### config.mk
export PLATFORM = sky130hd
export DESIGN_NAME = sm3_cmprss_ceil
export DESIGN_NICKNAME = d
export VERILOG_FILES = /design/src/rtl/sm3_pkg.sv /design/src/rtl/sm3_rnd_reg.sv /design/src/rtl/sm3_cmprss_ceil.sv
export SDC_FILE = /design/constraint.sdc
export NUM_CORES = 1
export LEC_CHECK = 0
export ABC_AREA = 0
export CAP_MARGIN = 10
export CORE_AREA = 8 8 233 235
export DETAILED_ROUTE_END_ITERATION = 8
export DIE_AREA = 0 0 241 243
export GPL_ROUTABILITY_DRIVEN = 0
export GPL_TIMING_DRIVEN = 0
export SYNTH_ARGS = -nofsm -noshare
export SYNTH_HDL_FRONTEND = slang
export SYNTH_SLANG_ARGS = --single-unit
export TNS_END_PERCENT = 50
### constraint.sdc
create_clock -name vclk -period 13.6
set_input_delay 4.08 -clock vclk [all_inputs]
set_output_delay 4.08 -clock vclk [all_outputs]
set_load 0.03 [all_outputs]
### src/rtl/sm3_pkg.sv
// Purpose: shared SM3 constants, the A..H word-register bundle and the round helper functions.
// Latency: n/a (declarations only).
// Backpressure: n/a.
package sm3_pkg;

    // Word registers A..H carried between rounds; A is the most significant word.
    typedef struct packed {
        logic [31:0] a;
        logic [31:0] b;
        logic [31:0] c;
        logic [31:0] d;
        logic [31:0] e;
        logic [31:0] f;
        logic [31:0] g;
        logic [31:0] h;
    } sm3_regs_t;

    // Initial hash value; also the reset image of the optional output register.
    localparam sm3_regs_t SM3_IV = '{
        a: 32'h7380166f,
        b: 32'h4914b2b9,
        c: 32'h172442d7,
        d: 32'hda8a0600,
        e: 32'ha96f30bc,
        f: 32'h163138aa,
        g: 32'he38dee4d,
        h: 32'hb0fb0e4e
    };

    // Round constants before the per-round rotation applied by the caller.
    localparam logic [31:0] T_LO = 32'h79cc4519;
    localparam logic [31:0] T_HI = 32'h7a879d8a;

    // 32-bit rotate left; n == 0 is handled because a 32-place right shift yields zero.
    function automatic logic [31:0] rotl32(input logic [31:0] x, input logic [4:0] n);
        return (x << n) | (x >> (6'd32 - {1'b0, n}));
    endfunction

    // Permutation applied to TT2 before it becomes the new E.
    function automatic logic [31:0] p0(input logic [31:0] x);
        return x ^ rotl32(x, 5'd9) ^ rotl32(x, 5'd17);
    endfunction

    // Boolean function on A/B/C: parity in early rounds, majority afterwards.
    function automatic logic [31:0] ff(input logic [31:0] x, input logic [31:0] y,
                                       input logic [31:0] z, input logic sm16);
        return sm16 ? (x ^ y ^ z) : ((x & y) | (x & z) | (y & z));
    endfunction

    // Boolean function on E/F/G: parity in early rounds, choose afterwards.
    function automatic logic [31:0] gg(input logic [31:0] x, input logic [31:0] y,
                                       input logic [31:0] z, input logic sm16);
        return sm16 ? (x ^ y ^ z) : ((x & y) | (~x & z));
    endfunction

endpackage

### src/rtl/sm3_rnd_reg.sv
// Purpose: optional 8x32 output register with valid, loaded only on vld_i.
// Latency: 1 cycle from vld_i to vld_o; synchronous reset loads the IV.
// Backpressure: none; the register holds its words whenever vld_i is low.
module sm3_rnd_reg
    import sm3_pkg::*;
(
    input  logic      clk,
    input  logic      rst,
    input  logic      vld_i,
    input  sm3_regs_t rnd_i,
    output logic      vld_o,
    output sm3_regs_t rnd_o
);

    sm3_regs_t rnd_q;
    sm3_regs_t rnd_d;
    logic      vld_q;
    logic      vld_d;

    // Next state: capture a new round result on vld_i, otherwise hold the words.
    always_comb begin
        rnd_d = rnd_q;
        vld_d = 1'b0;
        if (vld_i) begin
            rnd_d = rnd_i;
            vld_d = 1'b1;
        end
    end

    // State update; reset wins over a simultaneous vld_i and drops any pending result.
    always_ff @(posedge clk) begin
        if (rst) begin
            rnd_q <= SM3_IV;
            vld_q <= 1'b0;
        end else begin
            rnd_q <= rnd_d;
            vld_q <= vld_d;
        end
    end

    assign rnd_o = rnd_q;
    assign vld_o = vld_q;

endmodule

### src/rtl/sm3_cmprss_ceil.sv
// Purpose: one SM3 compression round (A..H, Wj, W'j, pre-rotated Tj in; next A..H out).
// Latency: 0 cycles when REG_OUT=0, 1 cycle when REG_OUT=1.
// Backpressure: none; vld_i only qualifies data (and enables the register when present).
module sm3_cmprss_ceil
    import sm3_pkg::*;
#(
    parameter bit REG_OUT = 1'b0
) (
    input  logic        clk,
    input  logic        rst,
    input  logic        vld_i,
    output logic        vld_o,
    input  logic        cmprss_round_sm_16_i,
    input  logic [31:0] tj_i,
    input  logic [31:0] reg_a_i,
    input  logic [31:0] reg_b_i,
    input  logic [31:0] reg_c_i,
    input  logic [31:0] reg_d_i,
    input  logic [31:0] reg_e_i,
    input  logic [31:0] reg_f_i,
    input  logic [31:0] reg_g_i,
    input  logic [31:0] reg_h_i,
    input  logic [31:0] wj_i,
    input  logic [31:0] wjj_i,
    output logic [31:0] reg_a_o,
    output logic [31:0] reg_b_o,
    output logic [31:0] reg_c_o,
    output logic [31:0] reg_d_o,
    output logic [31:0] reg_e_o,
    output logic [31:0] reg_f_o,
    output logic [31:0] reg_g_o,
    output logic [31:0] reg_h_o
);

    logic [31:0] a_rot12;
    logic [31:0] ss1;
    logic [31:0] ss2;
    logic [31:0] tt1;
    logic [31:0] tt2;
    sm3_regs_t   rnd_d;
    sm3_regs_t   rnd_out;
    logic        vld_out;

    // Round datapath; the rotate -> 3-add -> xor -> 4-add chain here is the critical path.
    always_comb begin
        a_rot12 = rotl32(reg_a_i, 5'd12);
        ss1     = rotl32(a_rot12 + reg_e_i + tj_i, 5'd7);
        ss2     = ss1 ^ a_rot12;
        tt1     = ff(reg_a_i, reg_b_i, reg_c_i, cmprss_round_sm_16_i) + reg_d_i + ss2 + wjj_i;
        tt2     = gg(reg_e_i, reg_f_i, reg_g_i, cmprss_round_sm_16_i) + reg_h_i + ss1 + wj_i;
        rnd_d.a = tt1;
        rnd_d.b = reg_a_i;
        rnd_d.c = rotl32(reg_b_i, 5'd9);
        rnd_d.d = reg_c_i;
        rnd_d.e = p0(tt2);
        rnd_d.f = reg_e_i;
        rnd_d.g = rotl32(reg_f_i, 5'd19);
        rnd_d.h = reg_g_i;
    end

    generate
        if (REG_OUT) begin : g_reg
            sm3_rnd_reg u_rnd_reg (
                .clk   (clk),
                .rst   (rst),
                .vld_i (vld_i),
                .rnd_i (rnd_d),
                .vld_o (vld_out),
                .rnd_o (rnd_out)
            );
        end else begin : g_comb
            // clk/rst have no function in the combinational build.
            logic unused_clk_rst;
            assign unused_clk_rst = clk ^ rst;
            assign vld_out        = vld_i;
            assign rnd_out        = rnd_d;
        end
    endgenerate

    assign vld_o   = vld_out;
    assign reg_a_o = rnd_out.a;
    assign reg_b_o = rnd_out.b;
    assign reg_c_o = rnd_out.c;
    assign reg_d_o = rnd_out.d;
    assign reg_e_o = rnd_out.e;
    assign reg_f_o = rnd_out.f;
    assign reg_g_o = rnd_out.g;
    assign reg_h_o = rnd_out.h;

endmodule

; ---- Word level (Yosys, flattened, before mapping)
; Cells that the tools add are included.
[word_totals]
ff_bits = 0
word_cells = 32
[classes]
add_sub_neg = 8
mux = 2
n_bitwise = 22
[ops]
columns = op, count
row1 = $add 32x32->32, 8
row2 = $xor 32x32->32, 7
row3 = $and 32x32->32, 5
row4 = $or 32x32->32, 3
row5 = $mux 32, 2
row6 = $or 32x9->32, 2
row7 = $not 32->32, 1
row8 = $or 32x12->32, 1
row9 = $or 32x17->32, 1
row10 = $or 32x19->32, 1
row11 = $or 32x7->32, 1

; ---- Depth between registers and ports, before layout
; Gate-level depths: netlist of run 1.
[logic_depth]
depth_word = 10
ltp_mapped = 28
mapped_depth_nobuf = 28

; ---- Least setup slack after synthesis of run 1
; OpenSTA, ideal clock, no wires.
[synth_timing]
path_type = input port to output port
from = input tj_i[1]
to = output reg_e_o[8]
t_arrival_ps = 10386
required_ps = 9520
path_slack_ps = -866
cell_stages = 27
path_buffers = 0
path_cell_list = inv_1 -> fa_1 -> inv_1 -> ha_1 -> fa_1 -> a21o_1 -> a21oi_1 -> o21ai_0 -> a21bo_2 -> a31oi_2 -> o311a_1 -> o21bai_1 -> a21oi_1 -> xor2_1 -> fa_1 -> inv_1 -> fa_1 -> ha_1 -> o21a_1 -> o31a_1 -> nand2b_4 -> a311o_1 -> o21a_4 -> o2111ai_2 -> o311ai_4 -> xnor2_1 -> xnor2_1
[synth_via]
elab_chain_cells = 7
elab_cells_between_ends = 8
cone_classes = add/sub (3) / bitwise (5)
[synth_rtl]
columns = item, line_no
row1 = "start, declared", sm3_cmprss_ceil.sv:14  ; input logic [31:0] tj_i,
row2 = $add 32x32->32 *, sm3_cmprss_ceil.sv:47  ; ss1 = rotl32(a_rot12 + reg_e_i + tj_i, 5'd7);
row3 = $or 32x7->32 *, sm3_pkg.sv:36  ; return (x << n) | (x >> (6'd32 - {1'b0, n}));
row4 = $add 32x32->32 * (2 in series), sm3_cmprss_ceil.sv:50  ; tt2 = gg(reg_e_i, reg_f_i, reg_g_i, cmprss_round_sm_16_i) + reg_h_i + ss1 + wj_i;
row5 = $or 32x9->32, sm3_pkg.sv:36
row6 = $xor 32x32->32, sm3_pkg.sv:41  ; return x ^ rotl32(x, 5'd9) ^ rotl32(x, 5'd17);
row7 = $xor 32x32->32 *, sm3_pkg.sv:41
row8 = "end, declared", sm3_cmprss_ceil.sv:29  ; output logic [31:0] reg_e_o,
; Mark *: on every way between the ends. The rest lies on a longest branch, timed or not.

; ---- Worst setup path after layout of run 1
[layout_timing]
from = input reg_e_i[1]
to = output reg_e_o[31]
[layout_via]
elab_chain_cells = 10
elab_cells_between_ends = 17
cone_classes = add/sub (5) / mux (1) / bitwise (11)
[layout_rtl]
columns = item, line_no
row1 = "start, declared", sm3_cmprss_ceil.sv:19  ; input logic [31:0] reg_e_i,
row2 = "parallel branches: the longest is 5 deep, another holds $add 32x32->32", n/a
row3 = $add 32x32->32 * (2 in series), sm3_cmprss_ceil.sv:50
row4 = $or 32x9->32, sm3_pkg.sv:36
row5 = $xor 32x32->32, sm3_pkg.sv:41
row6 = $xor 32x32->32 *, sm3_pkg.sv:41
; Mark *: on every way between the ends.

==> key figures, run 1 <==
Timing
  – Crit path time final: around 15,000 ps
  – Slew @ Worst Pin: 1225 ps
  – Final Setup Violations: 61
  – Final hold vios: 0
  – Slew headroom: ~18%
  – RSZ-0062 raised after global routing: true
  – Peak Freq: 67.91 MHz
  – Worst setup margin: -1126 ps
  – Max Slew Vio Count: 0
  – Period utilization: 108.3%
  – WHS: approximately 8800 ps

Setup path
  – Startpoint class of the critical path: input pin
  – Crit path capture type: output pin
  – Critical path required time: between 9000 and 10,000 ps
  – Worst path bufs/invs: 6
  – Slowest library cell on the worst path: fa_1
  – Crit Path Class: input pin to output pin
  – WP data arrival: 10,650 ps
  – CP max stage delay: 540 ps
  – Top Family by Delay on Critical Path: compound AO/OA/AOI/OAI gates
  – Crit path max fanout: 4

Route
  – Routed wire length: between 60,000 and 70,000 um
  – DR iter-0 viols: 464
  – Drt pass-1 iters: 5
  – Remaining routing DRC violations: 0
  – Vias/cell: approximately 4.6
  – Routed wire per std cell: 22.88 um
  – Final ANT Viol Nets: 0
  – DR vias: roughly 14k

Synth
  – Post-synthesis sequential area ratio: 0%
  – Cell taking the most area after synthesis: fa_1
  – Cells after Synth: 1,547
  – Post-synthesis simple-gate area fraction: 8.748%
  – Largest family of logic cells by synthesized area: adder cells
  – Synth Net Count: 2,183
  – Compound-gate portion of the synthesized area: around 15%
  – Cell Area, Synth: about 13,000 sq um
  – Share of the synthesized area in the top cell type: 28.54%
  – Avg Cell Area, Syn: 8.524 sq um
  – Syn. warnings: 0
  – Synth Area in XOR/XNOR: 14.94%
  – Multiplexer area fraction after synthesis: under 10%
  – Post-Synth Adder-Cell Area: 39.55%
  – Area contributors post-synth: fa_1, buf_4, ha_1
  – Yosys cell types: 77

Global routing
  – Antenna violations before repair: 8
  – Tot GR Track Use: 21.92%
  – Global-route wire length before repair: 96,120 um
  – Largest net degree at the start of global routing: 11
  – Vias in the first global route: 14.97k
  – Grt ovf: 0

Final layout
  – Fill cell count: 5,018
  – Nets@finish: 2,888
  – Area grow syn2layout: 72.15%
  – Layout cell share with drive strength beyond 1: 28.31%
  – Clock buffer cells: 0
  – Area occupied by registers: 0 sq um
  – Sequential cells: 0
  – Post-route cell area: 22,700 sq um

Run
  – Max Cap Viol: 0

Hold path
  – Hold Path Class: input pin to output pin

Place
  – IO buf count: 609
  – Post-DP HPWL: 59,800 um
  – DP Area: 20,530 sq um

Status
  – Status: finished with violations
  – Failing checks: negative setup slack

Floorplan
  – Initial Util: 26.02%
  – Die area: 58,560 sq um
  – Site Rows: 83
  – Die Y: 243 um
  – I/O pin count: 613
  – Die Width: 241 um
  – Core area: 50,680 sq um

CTS
  – CTS Hold Bufs: 0
-- final timing paths --
check                       from           to  slack [ps]  cells after the start
worst min-delay path       vld_i        vld_o        8850                      2
worst max-delay path  reg_e_i[1]  reg_e_o[31]       -1130                     30
-- synthesized netlist by cell type (all sizes together), types with 6 or more instances --
| cell | instances |
|---|---|
| xnor2 | 126 |
| fa | 188 |
| mux2i | 22 |
| nand2 | 43 |
| nor2b | 6 |
| a21oi | 87 |
| nand3b | 30 |
| o21a | 15 |
| o31ai | 7 |
| a21o | 29 |
| inv | 253 |
| o211ai | 18 |
| a31oi | 27 |
| ha | 92 |
| buf | 196 |
| and2 | 7 |
| nor2 | 49 |
| maj3 | 30 |
| o21bai | 11 |
| o21ai | 64 |
| mux2 | 11 |
| nor3 | 14 |
| xor2 | 78 |
| clkbuf | 20 |
| a211oi | 10 |
| nand3 | 29 |
| nand2b | 13 |
| nand4 | 12 |
-- cells in the final DEF (no fill, tap or decap), types with 23 or more instances in the layout --
| master | synthesis | layout |
|---|---|---|
| maj3_1 | 30 | 30 |
| ha_1 | 92 | 65 |
| ha_4 | 0 | 26 |
| xnor2_1 | 124 | 68 |
| fa_1 | 188 | 177 |
| clkdlybuf4s50_1 | 0 | 484 |
| inv_1 | 253 | 245 |
| buf_4 | 193 | 302 |
| buf_6 | 0 | 37 |
| nand3b_1 | 30 | 30 |
| nand2_1 | 43 | 38 |
| xnor2_2 | 2 | 40 |
| o21ai_0 | 60 | 45 |
| a31oi_1 | 26 | 23 |
| dlygate4sd2_1 | 0 | 27 |
| nor2_1 | 49 | 47 |
| xor2_1 | 77 | 55 |
| nand3_1 | 29 | 28 |
| a21oi_1 | 84 | 59 |
| a21o_1 | 29 | 28 |
-- kinds of logic after synthesis --
logic type / after synthesis
buffers and inverters: 469
AOI/OAI and AO/OA: 305
xor gates and xnor gates: 211
adders and majority gates: 310
and+or+nand+nor: 219
muxes: 33
-- repair_timing --
action                                  CTS  global route
pin swaps                               129            63
gates resized for setup                 665           120
endpoints found under the setup margin   64            62
buffers inserted                         74            25
-- per-layer routing --
metal / routed length [um] / GRT usage (%) / vias to the layer above
li1: - / - / 6314
met1: 25480 / 24.84 / 6675
met2: 35470 / 41.70 / 483
met3: 4283 / 4.068 / 82
met4: 1763 / 4.683 / 14
met5: 89 / 0 / -
-- metrics by stage --
| stage | cells | TNS (ps) | util (%) | setup slack, ps |
|---|---|---|---|---|
| 2_1_floorplan | 1547 | -3684 | - | -443.7 |
| 3_3_place_gp | 2836 | -171720 | 40.51 | -3384 |
| 3_5_place_dp | 2836 | -172490 | 40.51 | -3412 |
| 4_1_cts | 2906 | -51100 | 43.77 | -1173 |
| 5_1_grt | 2931 | -59630 | 44.79 | -1318 |
| 6_report | 2932 | -45310 | 44.79 | -1126 |
-- area by class of cell --
type	instances	area [sq um]	share of cell area (%)
Antenna cell	2	5.005	0.02205
Buffer	211	1526	6.724
Inverter	253	959.7	4.228
Timing Repair Buffer	708	6830	30.09
Tap cell	680	850.8	3.748
Multi-Input combinational cell	1078	12530	55.19
Power of run 1 is not shown: default switching activity piles up to over one toggle a cycle in this logic, so the estimate is an artifact.
==> run 2: changes to the inputs <==
Settings changed: CELL_PAD_IN_SITES_DETAIL_PLACEMENT from default to 1, CELL_PAD_IN_SITES_GLOBAL_PLACEMENT from default to 1, PLACE_DENSITY_LB_ADDON from default to 0.1.
Clock period 13.6 ns to 14.3 ns, I/O delays scaled along.
==> key figures, run 2 (same netlist as run 1, synthesis figures left out) <==
Status
  – Status: finished with violations
  – Failing checks: negative setup slack

Setup path
  – Slowest library cell on the worst path: fa_2
  – CP max stage delay: 560 ps (+20 ps)
  – Startpoint class of the critical path: input pin
  – Crit Path Class: input pin to output pin
  – Crit path max fanout: 7 (+3)
  – Crit path capture type: output pin
  – WP data arrival: 10,800 ps (+150 ps)
  – Crit path from: reg_a_i[21]
  – Critical path required time: 10,010 ps (+490 ps)

Global routing
  – Vias in the first global route: 14.92k (-0.33%)
  – Grt ovf: 0 (unchanged)
  – GR peak layer: met2
  – Largest net degree at the start of global routing: 11 (unchanged)
  – Met2 Use GR: 44.77% (+3.1 points)
  – Antenna violations before repair: 25 (+17)
  – Met1 Resource Use GR: 26.73% (+1.9 points)
  – Tot GR Track Use: 23.17% (+1.3 points)
  – Global-route wire length before repair: 100,400 um (+4.4%)
  – Met3 Use GR: 4.261% (+0.19 points)

Timing
  – Final hold vios: 0 (unchanged)
  – WHS: 9271 ps (+423.8 ps)
  – Worst setup margin: -792.9 ps (+333.5 ps)
  – RSZ-0062 raised after global routing: true
  – Final Setup Violations: 52 (-15%)
  – Peak Freq: 66.26 MHz
  – Slew headroom: 22.19% (+4.6 points)
  – Max Slew Vio Count: 0 (unchanged)
  – Crit path time final: 15,090 ps
  – Period utilization: 105.5%
  – Slew @ Worst Pin: 1167 ps (-58.13 ps)

Final layout
  – Commonest cells after routing, fill and taps aside: clkdlybuf4s50_1, buf_4, inv_1
  – Area grow syn2layout: 72.87%
  – Layout Cells excl Fill: 2,945 (+0.44%)
  – Layout cell share with drive strength beyond 1: 29.79% (+1.5 points)
  – Fill cell count: 5,866 (+17%)
  – Area occupied by registers: 0 sq um (unchanged)
  – Fin util: 44.98% (+0.19 points)
  – Area of the multi-input gates: 12,590 sq um (+0.49%)
  – Sequential cells: 0 (unchanged)
  – Nets@finish: 2,894 (+0.21%)
  – Clock buffer cells: 0 (unchanged)
  – Most common cell after layout, fill and taps aside: clkdlybuf4s50_1

Route
  – Routed wire length: 72,260 um (+7.7%)
  – DR vias: 13.67k (+0.77%)
  – Routed wire per std cell: 24.54 um (+7.2%)
  – DR iter-0 viols: 421 (-9.3%)
  – Drt pass-1 iters: 4 (-1)
  – Vias/cell: 4.643 (+0.33%)
  – Final ANT Viol Nets: 0 (unchanged)
  – Remaining routing DRC violations: 0 (unchanged)

Floorplan
  – Core area: 50,680 sq um (unchanged)
  – Die area: 58,560 sq um (unchanged)
  – I/O pin count: 613 (unchanged)
  – Die Y: 243 um (unchanged)
  – Die Width: 241 um (unchanged)
  – Initial Util: 26.02% (unchanged)
  – Site Rows: 83 (unchanged)

Place
  – Post-DP HPWL: 64,260 um (+7.4%)
  – Cells after DPL: 2,836 (unchanged)
  – IO buf count: 609 (unchanged)
  – Post-Place Worst Slack: -2881 ps (+530.9 ps)

Hold path
  – Worst Hold Path Cells: 2 (unchanged)
  – Hold Path Class: input pin to output pin
  – Hold path start: vld_i

CTS
  – CTS Hold Bufs: 0 (unchanged)

Run
  – Max Cap Viol: 0 (unchanged)
==> run 2: worst max-delay path: cells and delay by family <==
family	cells	cell delay [ps]
XOR/XNOR	3	600
AO/OA/AOI/OAI	13	2740
adder cells (fa/ha/maj)	6	2310
buffers and inverters	8	830
==> run 2: layout make-up <==
cell class | count | share of cell area (%)
Buffer | 212 | 6.674
Timing Repair Buffer | 713 | 30.06
Multi-Input combinational cell | 1078 | 55.23
Antenna cell | 9 | 0.09880
Inverter | 253 | 4.210
Tap cell | 680 | 3.732
==> run 2: final timing paths <==
check,endpoint
setup / recovery,reg_e_o[31]
hold / removal,vld_o
==> run 2: layer usage <==
layer / part of all wire, % / up-vias / routed length, um
met2: 53 / 429 / 38050
met3: 7.0 / 83 / 5079
li1: - / 6322 / -
met5: 0.14 / - / 103
met1: 38 / 6823 / 27490
met4: 2.1 / 16 / 1542
==> run 2: what timing repair did <==
action / 4_1_cts / 5_1_grt
pin swaps: 120 / 157
resized for setup: 644 / 315
buffers inserted: 50 / 55
endpoints found under the hold margin: 0 / 0
endpoints found under the setup margin: 63 / 61
cloned: 0 / 0
==> run 2: metrics by stage <==
stage	instance area [sq um]	TNS (ps)
floorplan	13320	-226.3
global placement	20260	-143090
detailed placement	20260	-147280
CTS	21590	-33920
global route	22790	-37350
finish	22800	-24420
Power of run 2 is left out for the same reason.
==> run 3: changes to the inputs <==
Settings changed: CORE_AREA 8 8 233 235 to 2 2 241 243, DIE_AREA 0 0 241 243 to 0 0 243 245, PLACE_DENSITY_LB_ADDON 0.1 to 0.05.
==> key figures, run 3 (same netlist as run 1, synthesis figures left out) <==
Route
  – Remaining routing DRC violations: 0 (unchanged)
  – Routed wire length: 69,980 um (-3.2%)
  – Routed wire per std cell: 23.10 um (-5.8%)
  – Vias/cell: 4.453 (-4.1%)
  – Drt pass-1 iters: 4 (unchanged)
  – DR vias: 13.49k (-1.3%)
  – Final ANT Viol Nets: 0 (unchanged)
  – DR iter-0 viols: 487 (+16%)

Timing
  – Period utilization: 105.2% (-0.32 points)
  – Crit path time final: 15,050 ps (-45.78 ps)
  – RSZ-0062 raised after global routing: true
  – Final Setup Violations: 54 (+3.8%)
  – Slew headroom: 35.02% (+13 points)
  – Worst setup margin: -747.1 ps (+45.78 ps)
  – Max Slew Vio Count: 0 (unchanged)
  – Slew @ Worst Pin: 974.7 ps (-192.5 ps)
  – Final hold vios: 0 (unchanged)
  – Peak Freq: 66.46 MHz (+0.30%)

Floorplan
  – Die area: 59,540 sq um (+1.7%)
  – Die Width: 243 um (+0.83%)
  – Initial Util: 23.12% (-2.9 points)
  – Die Y: 245 um (+0.82%)
  – Site Rows: 88 (+6.0%)
  – Core area: 57,030 sq um (+13%)
  – I/O pin count: 613 (unchanged)

Status
  – Status: finished with violations
  – Failing checks: negative setup slack

Global routing
  – Met3 Use GR: 3.411% (-0.85 points)
  – Met1 Resource Use GR: 27.09% (+0.36 points)
  – Tot GR Track Use: 22.55% (-0.62 points)
  – Global-route wire length before repair: 98,820 um (-1.5%)
  – Vias in the first global route: 14.72k (-1.4%)
  – GR peak layer: met2
  – Grt ovf: 0 (unchanged)
  – Met2 Use GR: 43.24% (-1.5 points)
  – Largest net degree at the start of global routing: 11 (unchanged)
  – Antenna violations before repair: 21 (-16%)

Final layout
  – Sequential cells: 0 (unchanged)
  – Nets@finish: 2,897 (+0.10%)
  – Area grow syn2layout: 72.56%
  – Fill cell count: 6,570 (+12%)
  – Most common cell after layout, fill and taps aside: clkdlybuf4s50_1
  – Commonest cells after routing, fill and taps aside: clkdlybuf4s50_1, buf_4, inv_1
  – Area occupied by registers: 0 sq um (unchanged)
  – Clock buffer cells: 0 (unchanged)
  – Layout cell share with drive strength beyond 1: 29.22% (-0.57 points)

Setup path
  – Startpoint class of the critical path: input pin
  – CP max stage delay: 540 ps (-20 ps)
  – Most frequent CP cell: fa_1
  – WP data arrival: 10,760 ps (-40 ps)
  – Critical path required time: 10,010 ps (about the same)
  – Crit Path Class: input pin to output pin
  – Worst path bufs/invs: 6 (-2)
  – Top Family by Delay on Critical Path: compound AO/OA/AOI/OAI gates
  – Slowest library cell on the worst path: fa_1
  – Crit path capture type: output pin
  – Crit path max fanout: 7 (unchanged)

Place
  – Post-DP HPWL: 61,980 um (-3.5%)
  – IO buf count: 609 (unchanged)
  – Post-Place Worst Slack: -3005 ps (-124.5 ps)

Run
  – Max Cap Viol: 0 (unchanged)

Hold path
  – Hold Path Class: input pin to output pin
[run 3: cell count changes in the layout (fill, tap and decap cells not counted), sizes merged]
cell,change
dlymetal6s2s,-19
clkbuf,-17
clkdlybuf4s15,+16
dlygate4sd2,+16
buf,+4
diode,-4
clkdlybuf4s50,+3
[run 3: timing repair]
action | CTS | global route
hold endpoints to repair | 0 | 0
resized for setup | 776 | 129
setup buffers | 68 | 39
endpoints found under the setup margin | 63 | 59
hold buffers | 0 | 0
pin swaps | 157 | 110
[run 3: worst paths after layout]
check / from / slack [ps] / endpoint / cells past startpoint
setup / recovery: tj_i[1] / -750 / reg_e_o[31] / 30
hold / removal: vld_i / 9260 / vld_o / 2
[run 3: final cells by class]
| cell class | count | area (sq um) | area share [%] |
|---|---|---|---|
| antenna | 5 | 12.51 | 0.05499 |
| inverter | 253 | 959.7 | 4.218 |
| buffer | 211 | 1524 | 6.697 |
| timing repair buffer | 717 | 6853 | 30.12 |
| multi-input combinational | 1078 | 12450 | 54.71 |
| tap | 765 | 957.2 | 4.207 |
[run 3: per-stage QoR]
| stage | area, sq um | setup TNS, ps | utilization (%) | std cells | hold slack [ps] |
|---|---|---|---|---|---|
| floorplan | 13320 | -226.3 | - | 1547 | 8712 |
| global placement | 20370 | -153710 | 35.71 | 2921 | 9269 |
| detailed placement | 20380 | -152320 | 35.74 | 2922 | 9263 |
| CTS | 22050 | -25150 | 38.66 | 2985 | 9263 |
| global route | 22750 | -35540 | 39.88 | 3026 | 9268 |
| finish | 22750 | -22920 | 39.90 | 3029 | 9261 |
[run 3: per-layer routing]
layer / share of wire (%) / wire (um) / up-vias
met4: 1.9 / 1326 / 16
met1: 40 / 27650 / 6669
met3: 5.9 / 4108 / 66
met5: 0.17 / 121 / -
met2: 53 / 36780 / 411
li1: - / - / 6327
Power of run 3 is left out for the same reason.
